$ cat config.mk
export PLATFORM = sky130hd
export DESIGN_NAME = mem_access_unit_flat
export DESIGN_NICKNAME = d
export VERILOG_FILES = /design/src/rtl/mem_pkg.sv /design/src/rtl/mem_access_unit_if.sv /design/src/rtl/mem_addr_gen.sv /design/src/rtl/mem_access_unit.sv /design/src/flat_wrapper.sv
export SDC_FILE = /design/constraint.sdc
export NUM_CORES = 1
export LEC_CHECK = 0
export CAP_MARGIN = 15
export CORE_MARGIN = 2
export CORE_UTILIZATION = 30
export DETAILED_ROUTE_END_ITERATION = 8
export PLACE_DENSITY = 0.52
export SLEW_MARGIN = 25
export SYNTH_ARGS = -nofsm -noshare
export SYNTH_HDL_FRONTEND = slang
export SYNTH_SLANG_ARGS = --single-unit
export TNS_END_PERCENT = 30
$ cat constraint.sdc
create_clock -name clk -period 2.28 [get_ports clk]
set_input_delay 0.228 -clock clk [delete_from_list [all_inputs] [get_ports clk]]
set_output_delay 0.228 -clock clk [all_outputs]
set_load 0.02 [all_outputs]
$ cat src/rtl/mem_pkg.sv
// Shared widths, base-select encodings and FSM states for the memory access unit.
package mem_pkg;
  localparam int AW = 12;
  localparam int DW = 12;

  localparam logic [1:0] BASE_ABS = 2'd0;
  localparam logic [1:0] BASE_P1  = 2'd1;
  localparam logic [1:0] BASE_P2  = 2'd2;
  localparam logic [1:0] BASE_P3  = 2'd3;

  typedef enum logic {
    ST_IDLE = 1'b0,
    ST_REQ  = 1'b1
  } state_t;
endpackage

$ cat src/rtl/mem_access_unit_if.sv
// Single-word request/acknowledge data-memory port.
interface mem_access_unit_if;
  import mem_pkg::*;

  logic          mem_req;
  logic          mem_we;
  logic [AW-1:0] mem_addr;
  logic [DW-1:0] mem_wdata;
  logic          mem_ack;
  logic [DW-1:0] mem_rdata;

  modport master (output mem_req, mem_we, mem_addr, mem_wdata,
                  input  mem_ack, mem_rdata);
  modport slave  (input  mem_req, mem_we, mem_addr, mem_wdata,
                  output mem_ack, mem_rdata);
endinterface

$ cat src/rtl/mem_addr_gen.sv
// Effective address and pending pointer value from base pointer, offset and mode flags.
module mem_addr_gen
  import mem_pkg::*;
(
  input  logic [AW-1:0] ptr,
  input  logic [1:0]    base,
  input  logic [3:0]    offset,
  input  logic          post_inc,
  input  logic          pre_dec,
  output logic [AW-1:0] addr,
  output logic          upd_en,
  output logic [AW-1:0] upd_val,
  output logic          mode_err,
  output logic          mode_conflict
);
  logic [AW-1:0] offset_ext;

  assign offset_ext = {{(AW-4){1'b0}}, offset};

  always_comb begin
    addr          = ptr + offset_ext;
    upd_en        = 1'b0;
    upd_val       = ptr;
    mode_err      = 1'b0;
    mode_conflict = post_inc & pre_dec;
    if (base == BASE_ABS) begin
      // Absolute accesses have no pointer to update; inc/dec is flagged but the access proceeds.
      addr     = offset_ext;
      mode_err = post_inc | pre_dec;
    end else if (post_inc && !pre_dec) begin
      addr    = ptr;
      upd_en  = 1'b1;
      upd_val = ptr + AW'(1);
    end else if (pre_dec && !post_inc) begin
      addr    = ptr - AW'(1);
      upd_en  = 1'b1;
      upd_val = ptr - AW'(1);
    end
  end
endmodule

$ cat src/rtl/mem_access_unit.sv
// Load/store sequencer: owns pointers P1-P3, issues one memory transaction per start.
module mem_access_unit
  import mem_pkg::*;
(
  input  logic          clk,
  input  logic          rst_n,
  input  logic          start,
  input  logic          req_read,
  input  logic          req_write,
  input  logic [1:0]    req_base,
  input  logic [3:0]    req_offset,
  input  logic          req_post_inc,
  input  logic          req_pre_dec,
  input  logic [DW-1:0] req_wdata,
  input  logic          ptr_wr_en,
  input  logic [1:0]    ptr_wr_sel,
  input  logic [AW-1:0] ptr_wr_data,
  output logic [AW-1:0] ptr1,
  output logic [AW-1:0] ptr2,
  output logic [AW-1:0] ptr3,
  mem_access_unit_if.master mem,
  output logic          busy,
  output logic          done,
  output logic [DW-1:0] rdata,
  output logic          err
);
  state_t        state_reg, state_next;
  logic          req_reg, req_next, we_reg, we_next;
  logic [AW-1:0] addr_reg, addr_next;
  logic [DW-1:0] wdata_reg, wdata_next, rdata_reg, rdata_next;
  logic          done_reg, done_next, err_reg, err_next;
  logic          pend_en_reg, pend_en_next;
  logic [1:0]    pend_sel_reg, pend_sel_next;
  logic [AW-1:0] pend_val_reg, pend_val_next;
  logic          commit;
  logic [AW-1:0] ptr_val [4];
  logic [AW-1:0] gen_addr, gen_upd_val;
  logic          gen_upd_en, gen_mode_err, gen_conflict;

  assign ptr_val[0] = '0;

  genvar gi;
  generate
    for (gi = 1; gi < 4; gi++) begin : g_ptr
      logic [AW-1:0] val_reg, val_next;

      // Auto-update commit is applied last so it overrides a same-cycle register-file write.
      always_comb begin
        val_next = val_reg;
        if (ptr_wr_en && ptr_wr_sel == 2'(gi))
          val_next = ptr_wr_data;
        if (commit && pend_sel_reg == 2'(gi))
          val_next = pend_val_reg;
      end

      always_ff @(posedge clk or negedge rst_n) begin
        if (!rst_n) val_reg <= '0;
        else        val_reg <= val_next;
      end

      assign ptr_val[gi] = val_reg;
    end
  endgenerate

  assign ptr1 = ptr_val[1];
  assign ptr2 = ptr_val[2];
  assign ptr3 = ptr_val[3];

  mem_addr_gen u_addr_gen (
    .ptr           (ptr_val[req_base]),
    .base          (req_base),
    .offset        (req_offset),
    .post_inc      (req_post_inc),
    .pre_dec       (req_pre_dec),
    .addr          (gen_addr),
    .upd_en        (gen_upd_en),
    .upd_val       (gen_upd_val),
    .mode_err      (gen_mode_err),
    .mode_conflict (gen_conflict)
  );

  always_comb begin
    state_next    = state_reg;
    req_next      = req_reg;
    we_next       = we_reg;
    addr_next     = addr_reg;
    wdata_next    = wdata_reg;
    rdata_next    = rdata_reg;
    done_next     = 1'b0;
    err_next      = 1'b0;
    pend_en_next  = pend_en_reg;
    pend_sel_next = pend_sel_reg;
    pend_val_next = pend_val_reg;
    commit        = 1'b0;
    case (state_reg)
      ST_IDLE: begin
        if (start && (req_read || req_write)) begin
          if ((req_read && req_write) || gen_conflict) begin
            err_next = 1'b1;
          end else begin
            err_next      = gen_mode_err;
            req_next      = 1'b1;
            we_next       = req_write;
            addr_next     = gen_addr;
            wdata_next    = req_wdata;
            pend_en_next  = gen_upd_en;
            pend_sel_next = req_base;
            pend_val_next = gen_upd_val;
            state_next    = ST_REQ;
          end
        end
      end
      ST_REQ: begin
        if (mem.mem_ack) begin
          req_next     = 1'b0;
          done_next    = 1'b1;
          commit       = pend_en_reg;
          pend_en_next = 1'b0;
          if (!we_reg)
            rdata_next = mem.mem_rdata;
          state_next   = ST_IDLE;
        end
      end
      default: state_next = ST_IDLE;
    endcase
  end

  always_ff @(posedge clk or negedge rst_n) begin
    if (!rst_n) begin
      state_reg    <= ST_IDLE;
      req_reg      <= 1'b0;
      we_reg       <= 1'b0;
      addr_reg     <= '0;
      wdata_reg    <= '0;
      rdata_reg    <= '0;
      done_reg     <= 1'b0;
      err_reg      <= 1'b0;
      pend_en_reg  <= 1'b0;
      pend_sel_reg <= '0;
      pend_val_reg <= '0;
    end else begin
      state_reg    <= state_next;
      req_reg      <= req_next;
      we_reg       <= we_next;
      addr_reg     <= addr_next;
      wdata_reg    <= wdata_next;
      rdata_reg    <= rdata_next;
      done_reg     <= done_next;
      err_reg      <= err_next;
      pend_en_reg  <= pend_en_next;
      pend_sel_reg <= pend_sel_next;
      pend_val_reg <= pend_val_next;
    end
  end

  assign mem.mem_req   = req_reg;
  assign mem.mem_we    = we_reg;
  assign mem.mem_addr  = addr_reg;
  assign mem.mem_wdata = wdata_reg;
  assign busy          = (state_reg == ST_REQ);
  assign done          = done_reg;
  assign rdata         = rdata_reg;
  assign err           = err_reg;
endmodule

$ cat src/flat_wrapper.sv
// flat-port wrapper written by rule: the top's interface ports become plain ports
module mem_access_unit_flat import mem_pkg::*;
  (clk, rst_n, start, req_read, req_write, req_base, req_offset, req_post_inc, req_pre_dec, req_wdata, ptr_wr_en, ptr_wr_sel, ptr_wr_data, ptr1, ptr2, ptr3, busy, done, rdata, err, mem_mem_req, mem_mem_we, mem_mem_addr, mem_mem_wdata, mem_mem_ack, mem_mem_rdata);
  mem_access_unit_if mem_i ();
  input  logic clk;
  input  logic rst_n;
  input  logic start;
  input  logic req_read;
  input  logic req_write;
  input  logic [1:0] req_base;
  input  logic [3:0] req_offset;
  input  logic req_post_inc;
  input  logic req_pre_dec;
  input  logic [DW-1:0] req_wdata;
  input  logic ptr_wr_en;
  input  logic [1:0] ptr_wr_sel;
  input  logic [AW-1:0] ptr_wr_data;
  output logic [AW-1:0] ptr1;
  output logic [AW-1:0] ptr2;
  output logic [AW-1:0] ptr3;
  output logic busy;
  output logic done;
  output logic [DW-1:0] rdata;
  output logic err;
  output wire logic [$bits(mem_i.mem_req)-1:0] mem_mem_req;
  output wire logic [$bits(mem_i.mem_we)-1:0] mem_mem_we;
  output wire logic [$bits(mem_i.mem_addr)-1:0] mem_mem_addr;
  output wire logic [$bits(mem_i.mem_wdata)-1:0] mem_mem_wdata;
  input wire logic [$bits(mem_i.mem_ack)-1:0] mem_mem_ack;
  input wire logic [$bits(mem_i.mem_rdata)-1:0] mem_mem_rdata;
  assign mem_mem_req = mem_i.mem_req;
  assign mem_mem_we = mem_i.mem_we;
  assign mem_mem_addr = mem_i.mem_addr;
  assign mem_mem_wdata = mem_i.mem_wdata;
  assign mem_i.mem_ack = mem_mem_ack;
  assign mem_i.mem_rdata = mem_mem_rdata;
  mem_access_unit u_core (.clk(clk), .rst_n(rst_n), .start(start), .req_read(req_read), .req_write(req_write), .req_base(req_base), .req_offset(req_offset), .req_post_inc(req_post_inc), .req_pre_dec(req_pre_dec), .req_wdata(req_wdata), .ptr_wr_en(ptr_wr_en), .ptr_wr_sel(ptr_wr_sel), .ptr_wr_data(ptr_wr_data), .ptr1(ptr1), .ptr2(ptr2), .ptr3(ptr3), .mem(mem_i), .busy(busy), .done(done), .rdata(rdata), .err(err));
endmodule
==> results.tsv, run 1 <==
stage	metric	value	unit
synthesis	Ys Warns	0	
worst_setup_path	Worst R2R End	u_core.mem.mem_addr[10]	
cells_and_area	ratio of cells with drive above 1 in the final layout	29.96	%
synthesis	synth cell count leaders	dfrtp_1, nand2_1, o21ai_0, mux2i_1, mux2_2	
cells_and_area	Final #Nets	790	
timing	maximum clock rate	414.0	MHz
pwr	LEAKAGE	3.518	nW
synthesis	synthesized area per cell	9.926	um2
drt	DR vias	4632	
global_route	vias in the first global route	4941	
placed_design	post-DP HPWL	11540	um
clock_network	Inserted Clock Buffers	9	
clock_network	worst skew pair latency	350	ps
worst_setup_path	crit start category	primary input	
timing	count of pins over their slew limit	0	
worst_setup_path	crit-path cells	dlygate4sd2_1 > buf_6 > buf_6 > buf_4 > mux2_4 > a22o_1 > or4_4 > or3_4 > a21oi_4 > o41ai_2	
worst_setup_path	Worst Reg2Reg Path Length in Cells	8	
drt	WL final	15660	um
synthesis	mux share of post-synthesis cell area	16.65	%
pwr	worst vdd ir	0.5670	mV
timing	Final setup viols	14	
flow_run	Max-cap violations	0	
drt	DRC	0	
worst_setup_path	delay-heaviest family, CP	simple AND/OR/NAND/NOR gates	
synthesis	FF+latch count, synth	92	
worst_setup_path	crit-path max FO	7	
synthesis	top-count cell post-synth	dfrtp_1	
worst_setup_path	CP max-delay cell	or4_4	
global_route	first-pass GRT wire length	25620	um
timing	Final min period	2416	ps
synthesis	Synth area leaders	dfrtp_1, mux2i_1, o21ai_0, mux2_2, nand2_1	
cells_and_area	Layout area overhead	57.49	%
placed_design	post-place setup slack	-738.4	ps
pwr	PwrDens	939.5	nW/um2
drt	routed len/inst	16.46	um
synthesis	Synth Area in Compound Gates	14.67	%
timing	Layout Skew	6.605	ps
placed_design	Port Buf Inserts	129	
worst_setup_path	Reg-to-Reg Start	u_core.ptr1[3]	
floorplan	core outline area	16520	um2
floorplan	Rows	47	
worst_setup_path	Buf/Inv on CP	4	
worst_setup_path	worst stage delay on the critical path	620	ps
cells_and_area	fin util	48.06	%
clock_network	Clock Path Buffers	2	
floorplan	Die Wd	133.6	um
drt	detailed-router iteration count before antenna repair	4	
timing	final hold slack	354.7	ps
synthesis	Seq/Total Area, Yosys	45.66	%
drt	drt via density	4.871	
timing	worst slew pin tran	562.1	ps
worst_setup_path	CP most frequent cell	buf_6	
worst_setup_path	CP arrival	2640	ps
floorplan	Ports	130	
worst_setup_path	Crit path depth	10	
clock_network	H-tree depth	3	
clock_network	Num Clock Sinks	92	
timing	fin crit share	105.9	%
cells_and_area	Antenna Cells	0	
floorplan	die area	17860	um2
synthesis	Cells after Synth	508	
worst_setup_path	flop2flop setup slack	-120	ps
synthesis	area share of fa/ha/maj cells after synthesis	2.878	%
worst_setup_path	Setup crit end kind	register	
synthesis	post-synthesis cell type count	54	
timing	headroom to the max-slew limit	62.53	%
placed_design	Placer Congestion	0.8576	
global_route	GR Util All Layers	18.21	%
global_route	initial antenna violation count	0	
synthesis	simple logic cell fraction of the synthesized area	14.09	%
synthesis	main combinational cell family by area after synthesis	multiplexers	
floorplan	initial core utilization	30.51	%
clock_network	clk root buf	clkbuf_16	
global_route	Congestion Overflow GR	0	
timing	RSZ-0062 raised after global routing	true	
timing	setup ws final	-135.6	ps
drt	DRT iter0 DRCs	220	
synthesis	syn_nets	572	
synthesis	ys async rst share	100.0	%
timing	Final Hold Fails	0	
drt	final antenna-violating net count	0	
synthesis	dominant synthesized flop cell	dfrtp_1	
synthesis	Mapped Area	5042	um2
synthesis	Post-synth EDFFs	0	
floorplan	Die Height	133.6	um
run_status	failing checks	setup timing	
worst_hold_path	min-delay worst type	primary input to async pin	
clock_network	CTS tree	done	
synthesis	post-synth top area share	45.66	%
clock_network	Clock Pin Slew Worst Setup and Hold Paths	70	ps
synthesis	post-synthesis xor/xnor area fraction	2.432	%
worst_setup_path	Worst EP required	2500	ps
worst_setup_path	critical path class	primary input to register	
synthesis	Synth area leader	dfrtp_1	
run_status	status	finished with violations	
global_route	largest net degree at the start of global routing	50	
-- how the worst max path moves through the flow --
stage,start,to
CTS,u_core.ptr1[1],u_core.mem.mem_addr[10]
global route,u_core.ptr1[1],u_core.pend_val_reg[8]
floorplan,u_core.ptr1[1],u_core.mem.mem_addr[10]
detailed placement,req_base[1],u_core.mem.mem_addr[10]
global placement,req_base[1],u_core.mem.mem_addr[10]
finish,req_base[1],u_core.mem.mem_addr[10]
-- stage by stage --
stage	total power (W)	cells	setup TNS, ps	cell area [um2]
6_report	0.007461	951	-801.5	7941
5_1_grt	0.007893	951	-2717	7941
4_1_cts	0.007475	950	-493.8	7833
3_5_place_dp	0.005568	923	-11600	7287
3_3_place_gp	0.005532	923	-10880	7287
2_1_floorplan	0.003949	508	-711.3	5130
-- power by group --
part | internal, W | switching (W) | leakage (nW)
registers | 0.00213 | 0.000353 | 1.11
clock network | 0.00108 | 0.000679 | 0.168
logic | 0.00169 | 0.00153 | 2.24
total | 0.00490 | 0.00256 | 3.52
-- layout by cell type (no fill, tap or decap), drive strengths merged, types with 4 or more instances in the layout --
cell	Yosys	layout
clkbuf	17	9
a22oi	6	6
mux2	33	33
a21oi	11	11
o21ai	68	68
dfrtp	92	92
ha	10	10
inv	14	16
a211oi	4	4
a22o	5	5
mux2i	46	46
or2	4	4
xnor2	13	13
nand2	81	81
nand3b	4	4
o211ai	4	4
nor2	13	13
nor3	6	6
buf	13	108
nand4	4	4
clkdlybuf4s50	0	126
or4	9	9
o22ai	4	4
nand3	12	12
-- logic make-up after synthesis --
family | count (synthesis)
multiplexers | 79
AO/OA/AOI/OAI | 120
flip-flops | 92
AND/OR/NAND/NOR | 148
XOR/XNOR | 14
buffers and inverters | 44
adder cells (fa/ha/maj) | 11
-- worst reg2reg max path: stages, from the launching register on --
cell and delay, ps:
dfrtp_2 410, mux2_4 290, a22oi_4 190, inv_2 60, buf_4 130, or4_4 560, or3_4 430, a21oi_4 140
o41ai_2 70
-- metal layers --
| layer | share of wire, % | track usage [%] | vias to the layer above | wire, um |
|---|---|---|---|---|
| met5 | 0 | 0 | - | 0 |
| met4 | 1.9 | 6.383 | 0 | 291 |
| met3 | 4.4 | 3.995 | 21 | 695 |
| met2 | 47 | 30.13 | 115 | 7387 |
| met1 | 47 | 23.55 | 2241 | 7283 |
| li1 | - | - | 2255 | - |
-- what timing repair did --
action,in CTS,in global routing
pin swaps,29,9
hold buffers,1,0
setup endpoints to repair,20,19
buffers inserted,10,1
endpoints found under the hold margin,23,0
resized for setup,34,20
-- area by class of cell --
class | count | area, um2
fill | 1579 | 8583
multi-input combinational | 372 | 2800
clock buffer | 9 | 225.2
clock inverter | 7 | 122.6
tap | 220 | 275.3
inverter | 14 | 52.55
timing repair buffer | 237 | 2151
sequential | 92 | 2315
No activity file was read; power rests on OpenSTA's default activity.
==> inputs of run 2 (changes only) <==
--- a/config.mk
+++ b/config.mk
@@ -9,7 +9,8 @@
 export CORE_MARGIN = 2
 export CORE_UTILIZATION = 30
 export DETAILED_ROUTE_END_ITERATION = 8
-export PLACE_DENSITY = 0.52
+export HOLD_SLACK_MARGIN = 0.15
+export PLACE_DENSITY = 0.51
 export SLEW_MARGIN = 25
 export SYNTH_ARGS = -nofsm -noshare
 export SYNTH_HDL_FRONTEND = slang
==> constraint.sdc (replaced) <==
create_clock -name clk -period 2.68 [get_ports clk]
set_input_delay 0.268 -clock clk [delete_from_list [all_inputs] [get_ports clk]]
set_output_delay 0.268 -clock clk [all_outputs]
set_load 0.02 [all_outputs]
==> results.tsv, run 2 (synthesis results as in run 1) <==
stage	metric	value	unit
timing	RSZ-0062 raised after global routing	true	
global_route	M3 GR Usage	3.805	%
pwr	PwrDens	799.1	nW/um2
floorplan	initial core utilization	30.51	%
clock_network	clk root buf	clkbuf_16	
placed_design	post-DP HPWL	11340	um
pwr	LEAKAGE	3.283	nW
timing	worst slew pin tran	586.9	ps
global_route	first-pass GRT wire length	24670	um
floorplan	Rows	47	
clock_network	Inserted Clock Buffers	9	
worst_setup_path	worst stage delay on the critical path	460	ps
drt	WL final	15310	um
cells_and_area	most frequent cells in the layout	clkdlybuf4s50_1, dfrtp_1, nand2_1	
floorplan	Die Height	133.6	um
global_route	grt met1 use	23.18	%
pwr	worst vdd ir	0.4526	mV
timing	Final setup viols	0	
global_route	vias in the first global route	4642	
timing	fin crit share	95.42	%
global_route	initial antenna violation count	0	
worst_setup_path	crit start category	primary input	
global_route	M2 GR Usage	30.15	%
clock_network	CTS tree	done	
drt	drt via density	4.899	
clock_network	H-tree depth	3	
cells_and_area	Final #Nets	753	
global_route	Congestion Overflow GR	0	
placed_design	Placer Congestion	0.8731	
worst_setup_path	crit-path max FO	10	
floorplan	die area	17860	um2
worst_setup_path	Worst EP required	2910	ps
timing	count of pins over their slew limit	0	
clock_network	Clock Pin Slew Worst Setup and Hold Paths	60	ps
placed_design	Port Buf Inserts	129	
floorplan	Die Wd	133.6	um
cells_and_area	Layout area overhead	46.75	%
timing	Layout Skew	7.829	ps
worst_setup_path	Setup crit end kind	register	
drt	DRT iter0 DRCs	207	
floorplan	Ports	130	
worst_setup_path	Worst R2R End	u_core.mem.mem_addr[10]	
pwr	final total power	0.005913	W
clock_network	Clock Path Buffers	2	
floorplan	core outline area	16520	um2
worst_setup_path	CP arrival	2790	ps
worst_hold_path	min-delay worst type	primary input to async pin	
cells_and_area	Antenna Cells	0	
timing	maximum clock rate	391.1	MHz
global_route	Top Usage Layer GRT	met2	
clock_network	Num Clock Sinks	92	
drt	detailed-router iteration count before antenna repair	4	
worst_setup_path	Reg-to-Reg Start	u_core.ptr3[1]	
worst_setup_path	critical path class	primary input to register	
flow_run	Max-cap violations	0	
global_route	largest net degree at the start of global routing	52	
run_status	status	finished clean	
drt	DRC	0	
cells_and_area	area of the multi-input gates	2597	um2
worst_setup_path	Worst Reg2Reg Path Length in Cells	8	
worst_setup_path	flop2flop setup slack	130	ps
worst_setup_path	crit-path cells	clkdlybuf4s50_1 > buf_4 > buf_4 > inv_2 > o21a_1 > inv_2 > ha_1 > nor2b_2 > o21a_1 > buf_4 > o2111ai_1 > a21oi_1 > xnor2_1 > o21ai_1	
worst_setup_path	CP max-delay cell	clkdlybuf4s50_1	
drt	final antenna-violating net count	0	
timing	Final Hold Fails	0	
drt	DR vias	4478	
worst_setup_path	CP most frequent cell	buf_4	
timing	Final min period	2557	ps
global_route	GR Util All Layers	17.68	%
clock_network	worst skew pair latency	350	ps
drt	routed len/inst	16.75	um
timing	headroom to the max-slew limit	60.87	%
cells_and_area	register area	2302	um2
timing	final hold slack	460.2	ps
cells_and_area	FILL cells	1584	
cells_and_area	leading cell type in the layout, fill and taps excluded	clkdlybuf4s50_1	
cells_and_area	ratio of cells with drive above 1 in the final layout	20.03	%
## run 2: final cells by class
| class | instances | area share [%] |
|---|---|---|
| Clock buffer | 11 | 3.416 |
| Clock inverter | 5 | 0.7947 |
| Inverter | 14 | 0.7102 |
| Multi-Input combinational cell | 372 | 35.10 |
| Sequential cell | 92 | 31.11 |
| Tap cell | 220 | 3.720 |
| Timing Repair Buffer | 200 | 25.14 |
## run 2: critical path: cells and delay by family
family | cells | cell delay, ps
compound gates | 5 | 800
xor+xnor | 1 | 160
fa+ha+maj | 1 | 280
buf+inv | 6 | 1100
simple gates | 1 | 180
## run 2: where the power goes
group | internal (W) | total [W] | switching, W
combinational | 0.00125 | 0.00246 | 0.00120
sequential | 0.00181 | 0.00212 | 0.000317
clock | 0.000777 | 0.00134 | 0.000558
total | 0.00384 | 0.00591 | 0.00208
## run 2: how the worst max path moves through the flow
stage                           start                 endpoint
after floorplan           req_base[1]  u_core.mem.mem_addr[10]
after detailed placement  req_base[1]  u_core.mem.mem_addr[11]
final                     req_base[0]   u_core.mem.mem_addr[6]
after global routing      req_base[0]   u_core.mem.mem_addr[4]
after CTS                 req_base[0]  u_core.mem.mem_addr[10]
after global placement    req_base[1]  u_core.mem.mem_addr[11]
## run 2: layer usage
metal | part of all wire (%) | wire, um | vias to the layer above
met5 | 0 | 0 | -
met3 | 4.7 | 721 | 19
met2 | 48 | 7283 | 133
li1 | - | - | 2172
met4 | 1.0 | 154 | 0
met1 | 47 | 7147 | 2154
## run 2: through the flow
step	instances	util (%)	instance area [um2]	setup TNS (ps)	setup slack (ps)
after detailed placement	892	42.38	7003	-6696	-514.7
after floorplan	508	-	5042	0	28.55
after global placement	892	42.38	7003	-6096	-483.2
after global routing	914	44.78	7400	-66.03	-23.84
final	914	44.78	7400	0	122.9
after CTS	913	44.62	7373	0	46.81
## run 2: what timing repair did
item                                   in CTS  in global routing
hold buffers                                1                  0
setup buffers                               4                  1
endpoints found under the hold margin      41                  0
setup endpoints to repair                  11                  6
resized for setup                           7                  5
pin swaps                                   4                  4
==> inputs of run 3 (changes only) <==
--- a/config.mk
+++ b/config.mk
@@ -10,7 +10,8 @@
 export CORE_UTILIZATION = 30
 export DETAILED_ROUTE_END_ITERATION = 8
 export HOLD_SLACK_MARGIN = 0.15
-export PLACE_DENSITY = 0.51
+export PLACE_DENSITY_LB_ADDON = 0.25
+export SETUP_SLACK_MARGIN = 0.05
 export SLEW_MARGIN = 25
 export SYNTH_ARGS = -nofsm -noshare
 export SYNTH_HDL_FRONTEND = slang
==> results.tsv, run 3 (synthesis results as in run 1) <==
stage	metric	value	unit
run_status	status	finished clean	
pwr	worst vdd ir	0.3636	mV
worst_setup_path	Reg-to-Reg Start	u_core.ptr3[1]	
pwr	Net Sw Power	0.002079	W
drt	DRC	0	
global_route	initial antenna violation count	0	
clock_network	worst skew pair latency	350	ps
cells_and_area	register area	2302	um2
pwr	Net Sw Frac	34.77	%
floorplan	die area	17860	um2
cells_and_area	Final #Nets	746	
placed_design	Port Buf Inserts	129	
drt	drt via density	4.935	
cells_and_area	fin util	44.74	%
flow_run	Max-cap violations	0	
pwr	proportion of power drawn by combinational gates	40.9	%
worst_setup_path	CP arrival	2810	ps
drt	detailed-router iteration count before antenna repair	4	
timing	worst slew pin tran	597.7	ps
cells_and_area	leading cell type in the layout, fill and taps excluded	clkdlybuf4s50_1	
worst_setup_path	crit-path cells	clkdlybuf4s50_1 > buf_6 > buf_4 > buf_4 > a22oi_4 > inv_2 > or4_1 > buf_4 > or3_1 > a21oi_1 > o41ai_2	
timing	Layout Skew	6.858	ps
clock_network	Clock Pin Slew Worst Setup and Hold Paths	70	ps
placed_design	post-DP HPWL	11230	um
global_route	GR Util All Layers	17.81	%
timing	RSZ-0062 raised after global routing	true	
floorplan	Die Wd	133.6	um
clock_network	clk root buf	clkbuf_16	
pwr	Seq pwr share	35.5	%
worst_setup_path	CP max-delay cell	or4_1	
cells_and_area	most frequent cells in the layout	clkdlybuf4s50_1, dfrtp_1, nand2_1	
pwr	Clk pwr share	23.6	%
timing	count of pins over their slew limit	0	
timing	headroom to the max-slew limit	60.15	%
worst_setup_path	Worst Setup SP	req_base[0]	
placed_design	post-place setup slack	-522.1	ps
floorplan	Die Height	133.6	um
placed_design	Placer Congestion	0.8507	
drt	final antenna-violating net count	0	
timing	Final setup viols	0	
global_route	vias in the first global route	4725	
cells_and_area	area of the multi-input gates	2600	um2
global_route	first-pass GRT wire length	25020	um
worst_setup_path	crit start category	primary input	
timing	maximum clock rate	387.2	MHz
cells_and_area	design area	7393	um2
clock_network	Num Clock Sinks	92	
floorplan	initial core utilization	30.51	%
placed_design	Post-DP Area	6975	um2
drt	WL final	15260	um
global_route	Congestion Overflow GR	0	
worst_setup_path	crit-path max FO	8	
timing	Final min period	2583	ps
floorplan	Rows	47	
drt	DR vias	4476	
global_route	largest net degree at the start of global routing	52	
worst_setup_path	critical path class	primary input to register	
timing	setup ws final	97.11	ps
drt	DRT iter0 DRCs	222	
clock_network	CTS tree	done	
timing	Final Hold Fails	0	
pwr	PwrDens	808.9	nW/um2
worst_setup_path	Worst EP required	2910	ps
cells_and_area	FILL cells	1615	
pwr	LEAKAGE	3.266	nW
floorplan	core outline area	16520	um2
worst_setup_path	worst stage delay on the critical path	540	ps
clock_network	Inserted Clock Buffers	9	
pwr	Pint	0.003901	W
cells_and_area	ratio of cells with drive above 1 in the final layout	19.36	%
clock_network	H-tree depth	3	
cells_and_area	Layout area overhead	46.63	%
timing	fin crit share	96.38	%
cells_and_area	Antenna Cells	0	
drt	routed len/inst	16.82	um
clock_network	Clock Path Buffers	2	
floorplan	Ports	130	
worst_setup_path	CP most frequent cell	buf_4	
worst_setup_path	Setup crit end kind	register	
worst_hold_path	min-delay worst type	primary input to async pin	
## run 3: power groups by stage
| stage | clock (W) | combinational, W | sequential (W) |
|---|---|---|---|
| finish | 0.00141 | 0.00244 | 0.00212 |
| global route | 0.00151 | 0.00265 | 0.00218 |
| CTS | 0.00147 | 0.00246 | 0.00213 |
| detailed placement | 0 | 0.00244 | 0.00215 |
| global placement | 0 | 0.00241 | 0.00213 |
| floorplan | 0 | 0.000806 | 0.00251 |
## run 3: through the flow
| stage | power (W) | std cells | hold WS, ps | TNS (ps) |
|---|---|---|---|---|
| floorplan | 0.003320 | 508 | -27.59 | 0 |
| CTS | 0.006051 | 905 | 472.8 | 0 |
| detailed placement | 0.004582 | 885 | 319.2 | -7201 |
| global placement | 0.004536 | 885 | 310.6 | -6427 |
| global route | 0.006344 | 907 | 509.3 | 0 |
| finish | 0.005980 | 907 | 459.8 | 0 |
## run 3: final timing paths
kind                                                end  slack [ps]  cells past startpoint
worst min register to register       u_core.mem.mem_req         490                      2
worst max-delay path            u_core.mem.mem_addr[10]         100                     11
max in group asynchronous        u_core.mem.mem_addr[3]        1540                      3
min in group clk                             u_core.err         480                      3
worst max register to register  u_core.mem.mem_addr[10]         130                      8
worst min-delay path                     u_core.ptr3[4]         460                      2
## run 3: routing by layer
layer,track usage (%),up-vias,wire length [um]
li1,-,2165,-
met1,22.73,2184,6844
met2,30.33,113,7451
met3,4.072,14,821
met4,4.965,0,142
met5,0,-,0
## run 3: final cells by class
class	instances	share of cell area, %
flip-flops and latches	92	31.14
well taps	220	3.723
repair buffers	193	24.84
clock inverters	5	1.134
inverters	14	0.7108
clock buffers	11	3.283
multi-input cells	372	35.17
## run 3: critical path, delay by kind of cell
| kind | cells | cell delay (ps) |
|---|---|---|
| AO/OA/AOI/OAI | 3 | 500 |
| buffers and inverters | 6 | 1120 |
| AND/OR/NAND/NOR | 2 | 910 |
## run 3: timing repair
action                                  in CTS  in global routing
endpoints found under the hold margin       41                  0
pin swaps                                    2                  3
setup buffers                                3                  2
hold buffers                                 1                  0
gates resized for setup                      4                 12
gates cloned                                 0                  0
endpoints found under the setup margin      16                 11
